**config.mk**
```make
export PLATFORM = sky130hd
export DESIGN_NAME = console_tx_flat
export DESIGN_NICKNAME = d
export VERILOG_FILES = /design/src/rtl/console_tx_if.sv /design/src/rtl/console_tx.sv /design/src/flat_wrapper.sv
export SDC_FILE = /design/constraint.sdc
export NUM_CORES = 1
export LEC_CHECK = 0
export BUFFER_PORTS_ARGS = -buffer_cell sky130_fd_sc_hd__buf_2
export CORE_MARGIN = 2
export CORE_UTILIZATION = 40
export DETAILED_ROUTE_END_ITERATION = 10
export PLACE_DENSITY = 0.54
export SLEW_MARGIN = 20
export SYNTH_ARGS = -nofsm -noshare
export SYNTH_HDL_FRONTEND = slang
export SYNTH_SLANG_ARGS = --single-unit
export TNS_END_PERCENT = 20
```
**constraint.sdc**
```tcl
create_clock -name clk -period 3.9 [get_ports clk]
set_input_delay 0 -clock clk [delete_from_list [all_inputs] [get_ports clk]]
set_output_delay 0 -clock clk [all_outputs]
set_load 0.05 [all_outputs]
```
**src/rtl/console_tx_if.sv**
```systemverilog
// CPU data-bus view of the console transmitter: independent write and read
// channels, each with its own word address and strobe.
interface console_tx_if;
    logic [15:0] waddr;
    logic [15:0] wdata;
    logic        we;
    logic [15:0] raddr;
    logic        re;
    logic [15:0] rdata;

    modport master (output waddr, output wdata, output we,
                    output raddr, output re, input rdata);
    modport slave  (input waddr, input wdata, input we,
                    input raddr, input re, output rdata);
endinterface

```
**src/rtl/console_tx.sv**
```systemverilog
// Memory-mapped 8N1 console transmitter: DATA writes feed a byte FIFO that a
// shifter drains onto txd at a programmable clocks-per-bit divisor.
module console_tx #(
    parameter logic [15:0] BASE_ADDR  = 16'hFF00,
    parameter int          FIFO_DEPTH = 8,
    parameter logic [15:0] DIV_RESET  = 16'd4
) (
    input  logic         clk,
    input  logic         rst,
    console_tx_if.slave  bus,
    output logic         txd,
    output logic         irq
);
    localparam int AW = $clog2(FIFO_DEPTH);
    localparam int CW = AW + 1;
    localparam logic [CW-1:0] FULL_CNT = CW'(FIFO_DEPTH);

    typedef enum logic [1:0] {ST_IDLE, ST_START, ST_DATA, ST_STOP} state_t;

    state_t        state_r;
    logic [15:0]   div_r;
    logic [15:0]   div_lat_r;
    logic [15:0]   timer_r;
    logic [2:0]    bit_idx_r;
    logic [7:0]    shreg_r;
    logic          txd_r;
    logic          ovf_r;
    logic [15:0]   rdata_r;
    logic [7:0]    mem_r [FIFO_DEPTH];
    logic [AW-1:0] wr_ptr_r;
    logic [AW-1:0] rd_ptr_r;
    logic [CW-1:0] count_r;

    logic          wsel_s;
    logic          rsel_s;
    logic          full_s;
    logic          empty_s;
    logic          push_req_s;
    logic          push_s;
    logic          ovf_set_s;
    logic          ovf_clr_s;
    logic          div_wr_s;
    logic          pop_s;
    logic [15:0]   div_eff_s;
    logic [15:0]   status_s;
    logic [15:0]   rdata_next_s;

    assign wsel_s     = bus.we && (bus.waddr[15:2] == BASE_ADDR[15:2]);
    assign rsel_s     = bus.re && (bus.raddr[15:2] == BASE_ADDR[15:2]);
    assign full_s     = (count_r == FULL_CNT);
    assign empty_s    = (count_r == {CW{1'b0}});
    assign push_req_s = wsel_s && (bus.waddr[1:0] == 2'd0);
    assign push_s     = push_req_s && !full_s;
    assign ovf_set_s  = push_req_s && full_s;
    assign ovf_clr_s  = wsel_s && (bus.waddr[1:0] == 2'd1) && bus.wdata[3];
    assign div_wr_s   = wsel_s && (bus.waddr[1:0] == 2'd2);
    assign pop_s      = (state_r == ST_IDLE) && !empty_s;
    assign div_eff_s  = (div_r == 16'd0) ? 16'd1 : div_r;

    assign bus.rdata  = rdata_r;
    assign txd        = txd_r;
    assign irq        = empty_s && (state_r == ST_IDLE);

    // Status word assembly and read-data selection from pre-edge state.
    always_comb begin
        status_s          = 16'h0000;
        status_s[0]       = (state_r != ST_IDLE);
        status_s[1]       = full_s;
        status_s[2]       = empty_s;
        status_s[3]       = ovf_r;
        status_s[8 +: CW] = count_r;
        rdata_next_s      = 16'h0000;
        if (rsel_s) begin
            case (bus.raddr[1:0])
                2'd1:    rdata_next_s = status_s;
                2'd2:    rdata_next_s = div_r;
                default: rdata_next_s = 16'h0000;
            endcase
        end else begin
            rdata_next_s = 16'h0000;
        end
    end

    // Register block: divisor, sticky overflow and registered read data.
    always_ff @(posedge clk) begin
        if (rst) begin
            div_r   <= DIV_RESET;
            ovf_r   <= 1'b0;
            rdata_r <= 16'h0000;
        end else begin
            if (div_wr_s) begin
                div_r <= bus.wdata;
            end
            // A dropped push in the same cycle beats a clear request.
            if (ovf_set_s) begin
                ovf_r <= 1'b1;
            end else if (ovf_clr_s) begin
                ovf_r <= 1'b0;
            end
            rdata_r <= rdata_next_s;
        end
    end

    // FIFO storage; contents need no reset since count gates every read.
    always_ff @(posedge clk) begin
        if (push_s) begin
            mem_r[wr_ptr_r] <= bus.wdata[7:0];
        end
    end

    // FIFO pointers and occupancy.
    always_ff @(posedge clk) begin
        if (rst) begin
            wr_ptr_r <= {AW{1'b0}};
            rd_ptr_r <= {AW{1'b0}};
            count_r  <= {CW{1'b0}};
        end else begin
            if (push_s) begin
                wr_ptr_r <= wr_ptr_r + {{(AW-1){1'b0}}, 1'b1};
            end
            if (pop_s) begin
                rd_ptr_r <= rd_ptr_r + {{(AW-1){1'b0}}, 1'b1};
            end
            case ({push_s, pop_s})
                2'b10:   count_r <= count_r + {{(CW-1){1'b0}}, 1'b1};
                2'b01:   count_r <= count_r - {{(CW-1){1'b0}}, 1'b1};
                default: count_r <= count_r;
            endcase
        end
    end

    // Frame FSM; txd is registered from the current state, so the line
    // trails the state by one clock and an extra idle cycle separates frames.
    always_ff @(posedge clk) begin
        if (rst) begin
            state_r   <= ST_IDLE;
            div_lat_r <= 16'd1;
            timer_r   <= 16'd0;
            bit_idx_r <= 3'd0;
            shreg_r   <= 8'h00;
            txd_r     <= 1'b1;
        end else begin
            case (state_r)
                ST_START: txd_r <= 1'b0;
                ST_DATA:  txd_r <= shreg_r[0];
                default:  txd_r <= 1'b1;
            endcase
            case (state_r)
                ST_IDLE: begin
                    if (pop_s) begin
                        shreg_r   <= mem_r[rd_ptr_r];
                        div_lat_r <= div_eff_s;
                        timer_r   <= div_eff_s - 16'd1;
                        state_r   <= ST_START;
                    end
                end
                ST_START: begin
                    if (timer_r == 16'd0) begin
                        timer_r   <= div_lat_r - 16'd1;
                        bit_idx_r <= 3'd0;
                        state_r   <= ST_DATA;
                    end else begin
                        timer_r <= timer_r - 16'd1;
                    end
                end
                ST_DATA: begin
                    if (timer_r == 16'd0) begin
                        timer_r <= div_lat_r - 16'd1;
                        shreg_r <= {1'b0, shreg_r[7:1]};
                        if (bit_idx_r == 3'd7) begin
                            state_r <= ST_STOP;
                        end else begin
                            bit_idx_r <= bit_idx_r + 3'd1;
                        end
                    end else begin
                        timer_r <= timer_r - 16'd1;
                    end
                end
                ST_STOP: begin
                    if (timer_r == 16'd0) begin
                        state_r <= ST_IDLE;
                    end else begin
                        timer_r <= timer_r - 16'd1;
                    end
                end
                default: state_r <= ST_IDLE;
            endcase
        end
    end
endmodule
```
**src/flat_wrapper.sv**
```systemverilog
// flat-port wrapper written by rule: the top's interface ports become plain ports
module console_tx_flat 
#(
    parameter logic [15:0] BASE_ADDR  = 16'hFF00,
    parameter int          FIFO_DEPTH = 8,
    parameter logic [15:0] DIV_RESET  = 16'd4
)
  (clk, rst, txd, irq, bus_waddr, bus_wdata, bus_we, bus_raddr, bus_re, bus_rdata);
  console_tx_if bus_i ();
  input  logic clk;
  input  logic rst;
  output logic txd;
  output logic irq;
  input wire logic [$bits(bus_i.waddr)-1:0] bus_waddr;
  input wire logic [$bits(bus_i.wdata)-1:0] bus_wdata;
  input wire logic [$bits(bus_i.we)-1:0] bus_we;
  input wire logic [$bits(bus_i.raddr)-1:0] bus_raddr;
  input wire logic [$bits(bus_i.re)-1:0] bus_re;
  output wire logic [$bits(bus_i.rdata)-1:0] bus_rdata;
  assign bus_i.waddr = bus_waddr;
  assign bus_i.wdata = bus_wdata;
  assign bus_i.we = bus_we;
  assign bus_i.raddr = bus_raddr;
  assign bus_i.re = bus_re;
  assign bus_rdata = bus_i.rdata;
  console_tx #(.BASE_ADDR(BASE_ADDR), .FIFO_DEPTH(FIFO_DEPTH), .DIV_RESET(DIV_RESET)) u_core (.clk(clk), .rst(rst), .bus(bus_i), .txd(txd), .irq(irq));
endmodule
```
# --- Word-level counts from Yosys, hierarchy flattened ---
# Memories as Yosys holds them, arrays and structs flattened. A register that Yosys moved wholly into a read port is not among the register bits.
# Index checks and enable logic that the tools add are counted.
# Widths: inputs -> output; s select.
op_classes:
  addsub: 8
  n_mul: 0
  n_div: 0
  order_cmp: 0
  n_eq_ne: 20
  shifts: 0
  mux: 27
  n_bitwise: 1
  n_reduce_logical: 29
ops:
  columns: ["operator", "count"]
  rows:
  - ["$mux 16", 4]
  - ["$pmux 16 s3", 1]
  - ["$sub 16x1->16 const B", 3]
  - ["$logic_not 16->1", 2]
  - ["$pmux 16 s2", 1]
  - ["$eq 14x14->1 const B", 2]
  - ["$mux 8", 2]
  - ["$pmux 8 s2", 1]
  - ["$mux 3", 5]
  - ["$eq 2x2->1 const B", 5]
  - ["$logic_and 1x1->1", 10]
  - ["$mux 2", 5]
  - ["$ne 2x1->1 const B", 5]
  - ["$reduce_bool 2->1", 5]
  - ["$add 3x1->3 const B", 3]
  - ["$eq 2x1->1 const B", 4]
  - ["$pmux 2 s4", 1]
  - ["$pmux 4 s2", 1]
  - ["$pmux 3 s2", 1]
  - ["$reduce_and 5->1", 1]
  - ["$add 4x1->4 const B", 1]
  - ["$eq 4x4->1 const B", 1]
  - ["$logic_not 2->1", 2]
  - ["$logic_not 4->1", 1]
  - ["other kinds (11)", 18]
word_totals:
  reg_bits: 89
  latch_bits: 0
  mem_bits_rw: 64
  romBits: 0
  input_bits: 52
  out_inout_bits: 18
  wordCells: 98
  mem_count: 1
mem_list:
  columns: ["memory", "depth", "width", "rd", "rd_clocked_by_memory_dff", "wr", "line_no", "text"]
  rows:
  - ["u_core.mem_r", 8, 8, 1, 1, 1, "console_tx.sv:29", "logic [7:0] mem_r [FIFO_DEPTH];"]

# --- Logic depth before layout (Yosys ltp) ---
logic_depth:
  ltp_word: 6
  ltp_mapped: 13
  ltp_nobuf: 11

# --- Worst setup path after synthesis ---
# No wires, ideal clock.
synth_timing:
  kind: "register -> register"
  from: "register u_core.div_r[8]"
  to: "register u_core.timer_r[12]"
  setup_time_ns: 0.131
  arrival_time_ns: 2.401
  required_time_ns: 3.769
  path_slack_ns: 1.369
  path_stages_with_launch: 12
  path_buffers: 1
  synth_period_minus_slack_ns: 2.531
  path_cell_list: "dfxtp_1 -> clkbuf_1 -> nor4_4 -> and2_1 -> a31oi_1 -> ha_1 -> nor3b_1 -> nand4_1 -> xor2_1 -> nand2_1 -> a41oi_1 -> o31ai_1"
synth_between:
  elab_chain_cells: 5
synth_lines:
  columns: ["element", "line_no", "text"]
  rows:
  - ["start: declaration", "console_tx.sv:21", "logic [15:0] div_r;"]
  - ["start signal: assignment", "console_tx.sv:92", "div_r <= bus.wdata;"]
  - ["$logic_not 16->1", "console_tx.sv:58", "assign div_eff_s = (div_r == 16'd0) ? 16'd1 : div_r;"]
  - ["$mux 16 *", "console_tx.sv:58", null]
  - ["$sub 16x1->16 *", "console_tx.sv:153", "timer_r <= div_eff_s - 16'd1;"]
  - ["$mux 16 *", "console_tx.sv:150", "if (pop_s) begin"]
  - ["$pmux 16 s3 *", "console_tx.sv:148", "case (state_r)"]
  - ["end signal: assignment", "console_tx.sv:153", null]
  - ["end signal: assignment", "console_tx.sv:159", "timer_r <= div_lat_r - 16'd1;"]
  - ["end signal: assignment", "console_tx.sv:163", "timer_r <= timer_r - 16'd1;"]
  - ["end: declaration", "console_tx.sv:23", "logic [15:0] timer_r;"]
# Every way passes the cells marked *; elsewhere a longest branch is shown, timed or not. The select of a mux whose other input is x is not followed.
# A chain may end at the register's enable or synchronous reset.

# --- Final worst setup path ---
layout_timing:
  from: "register u_core.count_r[0]"
  to: "register u_core.count_r[2]"
layout_between:
  elab_chain_cells: 5
  elab_cells_between_ends: 12
  cone_classes: "add/sub: 2; eq/ne: 3; mux: 1; reduce/logical: 6"
layout_lines:
  columns: ["element", "line_no", "text"]
  rows:
  - ["start: declaration", "console_tx.sv:32", "logic [CW-1:0] count_r;"]
  - ["start signal: assignment", "console_tx.sv:116", "count_r <= {CW{1'b0}};"]
  - ["start signal: assignment", "console_tx.sv:125", "2'b10: count_r <= count_r + {{(CW-1){1'b0}}, 1'b1};"]
  - ["start signal: assignment", "console_tx.sv:126", "2'b01: count_r <= count_r - {{(CW-1){1'b0}}, 1'b1};"]
  - ["$eq 4x4->1 or $logic_not 4->1 (tied branches)", "console_tx.sv:50, console_tx.sv:51", null]
  - ["$logic_not 1->1 (on tied branches)", "console_tx.sv:53, console_tx.sv:57", null]
  - ["$logic_and 1x1->1 (on tied branches)", "console_tx.sv:53, console_tx.sv:57", null]
  - ["$eq 2x1->1 or $eq 2x2->1 (tied branches)", "console_tx.sv:124", "case ({push_s, pop_s})"]
  - ["$pmux 4 s2 or $reduce_bool 2->1 (tied branches)", null, null]
# Several ways; a longest one is shown, not always the timed one.

==> flow_metrics.py <==
metrics = {
    "outcome": {
        "status": "complete, no violations",
    },
    "yosys": {
        "ys_seq_area_share_pct": 50.5,
        "syn_avg_cell_area_um2": 10.5,
        "syn_inst": 707,
        "synth.area.top_cells": "edfxtp_1 26%, dfxtp_1 25%, nand2_1 5.0%, mux4_2 4.8%, a21oi_1 3.8%",
        "yosysTopAreaCell": "edfxtp_1",
        "yosysWarnings": 0,
        "synthMuxAreaShare_pct": 6.58,
        "synth_fa_ha_area_share_pct": 2.85,
        "netlist_area_mm2": 0.00745,
        "ys_async_sr_fraction_pct": 0,
        "synth_nets": 776,
        "synth.top_cell.area_share_pct": 25.8,
        "synth_xor_area_share_pct": 4.23,
        "synth_top_family_by_area": "simple AND/OR/NAND/NOR gates",
        "synth-seq-cells": 156,
        "yosys.area_share.simple_pct": 18.0,
        "synth_compound_gate_area_share_pct": 13.3,
        "synth_edf_count": 64,
        "yosys.cell_types.count": 74,
        "synth_ff_type": "dfxtp_1",
    },
    "power_and_ir_drop": {
        "p_switching_mw": 1.67,
        "powerDensity_mw_per_mm2": 547,
        "p_leak_nw": 3.18,
        "swShare_pct": 35.2,
        "p_seq_share_pct": 37.7,
        "p_int_mw": 3.08,
        "vdd_drop_max_mv": 0.418,
        "power.share.clock_pct": 35.6,
        "combPwrFrac_pct": 26.7,
    },
    "timing": {
        "final_max_slew_viol_count": 0,
        "fin_crit_ns": 3.10,
        "clock_skew_ns": 0.0130,
        "worst_pin_slew_ns": 1.05,
        "finalWorstSetupSlack_ns": 0.801,
        "setup_viol": 0,
        "finalCritPeriodShare_pct": 79.5,
        "rsz0062_at_grt": "false",
        "slew_headroom_pct": 29.4,
        "hold_viol_final": 0,
        "fmax_ghz": 0.323,
        "setup_tns_ns": 0,
    },
    "detailed_routing": {
        "first_pass_iters": 5,
        "via_per_inst": 5.54,
        "drtIter0Drc": 414,
        "vias": 5644,
        "wl_per_cell_um": 18.2,
        "ant_nets": 0,
        "drc_errors": 0,
        "wirelength_um": 18500,
    },
    "cts": {
        "clock_sinks": 156,
        "post_cts.repair.setup_buffers": 0,
        "clk_pin_slew_ns": 0.08,
        "clkLatencyLatePin_ns": 0.43,
        "numCtsBuffers": 17,
        "htreeDepth": 4,
        "cts_root_buf": "clkbuf_16",
        "cts_tree": "built",
        "cts_buffer_depth": 2,
        "cts_resized": 0,
    },
    "cells_and_area": {
        "antenna_cells": 0,
        "syn2layout_area_growth_pct": 16.5,
        "drive_gt1_share_pct": 18.1,
        "filler_cell_count": 1672,
        "layout.area.seq_mm2": 0.00376,
        "nNetsFinal": 846,
        "multiInputGateArea_mm2": 0.00336,
        "stdcell_count": 1019,
    },
    "global_route": {
        "grt_overflow": 0,
        "grt_usage_pct": 19.2,
        "grt_pass1_vias": 5410,
        "grt_pass1_wl_um": 29600,
        "antenna_found_initial": 0,
        "grt_max_degree": 62,
    },
    "placed_design": {
        "gp_congestion": 0.895,
        "place_ws_ns": 0.837,
        "hpwl_um": 13000,
        "port_buffers": 69,
        "dp.cells": 969,
    },
    "min_path": {
        "worst_hold_path_type": "input pin to flop",
    },
    "worst_setup_path": {
        "arrival_ns": 3.46,
        "endpoint_kind": "flop",
        "path_max_fanout": 20,
        "critPathKind": "flop to flop",
        "crit_path_start_kind": "flop",
        "worstPathRequired_ns": 4.26,
    },
    "floorplanning": {
        "ios": 70,
        "die_w_um": 141,
        "die-area_mm2": 0.0197,
        "die_h_um": 141,
        "core_mm2": 0.0181,
        "initial_utilization_pct": 41.1,
        "rows": 49,
    },
    "run": {
        "cap_violations": 0,
    },
}
-- routing by layer --
layer	track usage, %	share of wire (%)
met3	4.17	3.5
met2	29.9	47
met1	27.5	49
met4	5.00	0.76
met5	0	0
-- through the flow --
step,hold WS (ns),util (%),total power [mW],area [µm²]
after floorplan,0.0989,-,2.90,7450
after global placement,0.252,43.4,3.06,7880
after detailed placement,0.257,43.4,3.07,7880
after CTS,0.0729,47.9,4.79,8680
after global routing,0.125,47.9,4.99,8680
final,0.0799,47.9,4.75,8680
-- path summary, 6_finish.rpt --
kind                       startpoint                  end  slack (ns)  depth (start not counted)
setup / recovery    u_core.count_r[0]    u_core.count_r[2]        0.80                         10
hold / removal                    rst           u_core.txd        0.08                          3
setup reg to reg    u_core.count_r[0]    u_core.count_r[2]        0.80                         10
hold reg to reg   u_core.bit_idx_r[2]  u_core.bit_idx_r[2]        0.47                          2
-- cell usage after synthesis (12+ instances only) --
master    number
xor2_1        20
nand3_1       14
mux2i_1       13
o21ai_0       24
mux4_2        16
dfxtp_1       92
ha_1          17
clkbuf_1      24
a22oi_1       12
nand4_1       13
edfxtp_1      64
nor2_1        48
nand2_1      100
xnor2_1       16
inv_1         14
a21oi_1       57
-- sequential cells by signal (all words and copies together) (netlist names), 3 cells and up, named ones only --
signal,cells
u_core.mem_r,64
u_core.bus.rdata,16
u_core.div_lat_r,16
u_core.div_r,16
u_core.timer_r,16
u_core.shreg_r,8
u_core.count_r,4
u_core.bit_idx_r,3
u_core.rd_ptr_r,3
u_core.wr_ptr_r,3
-- worst max-delay path, cell delays in order (launching register included) --
cell and delay (ns):
dfxtp_1 0.39, nor4_1 0.82, nand2b_1 0.24, inv_2 0.19, ha_1 0.33, xor2_1 0.17, ha_1 0.19, a21oi_1 0.15
xor2_1 0.09, or3_1 0.31, a21oi_1 0.14
-- final cells by class --
type / count / area share (%)
clock buffer: 17 / 4.90
clock inverter: 15 / 2.29
inverter: 15 / 0.648
multi-input combinational: 491 / 38.7
sequential: 156 / 43.3
tap: 229 / 3.30
timing repair buffer: 96 / 6.83
-- cells by family after synthesis --
| kind of cell | Yosys count |
|---|---|
| AO/OA/AOI/OAI | 151 |
| flip-flops | 156 |
| XOR/XNOR | 36 |
| buffers and inverters | 60 |
| multiplexers | 29 |
| adder cells (fa/ha/maj) | 17 |
| AND/OR/NAND/NOR | 258 |
-- cells in the final DEF (no fill, tap or decap), types with 17 or more instances in the layout --
cell type      instances
nand2_1              100
dfxtp_1               92
buf_2                 69
edfxtp_1              64
a21oi_1               57
nor2_1                48
o21ai_0               24
xor2_1                20
dlygate4sd3_1         18
ha_1                  17
clkbuf_16             17
-- repair_timing --
action,4_1_cts,5_1_grt
endpoints found under the hold margin,82,0
setup endpoints to repair,0,0
hold buffers,18,0
-- power groups by stage --
| stage | Sequential [mW] | Clock [mW] | Combinational [mW] |
|---|---|---|---|
| floorplan | 1.82 | 0 | 1.08 |
| global placement | 1.82 | 0 | 1.24 |
| detailed placement | 1.83 | 0 | 1.24 |
| CTS | 1.79 | 1.73 | 1.26 |
| global route | 1.80 | 1.81 | 1.39 |
| finish | 1.79 | 1.69 | 1.27 |
(Power assumes the default switching activity.)
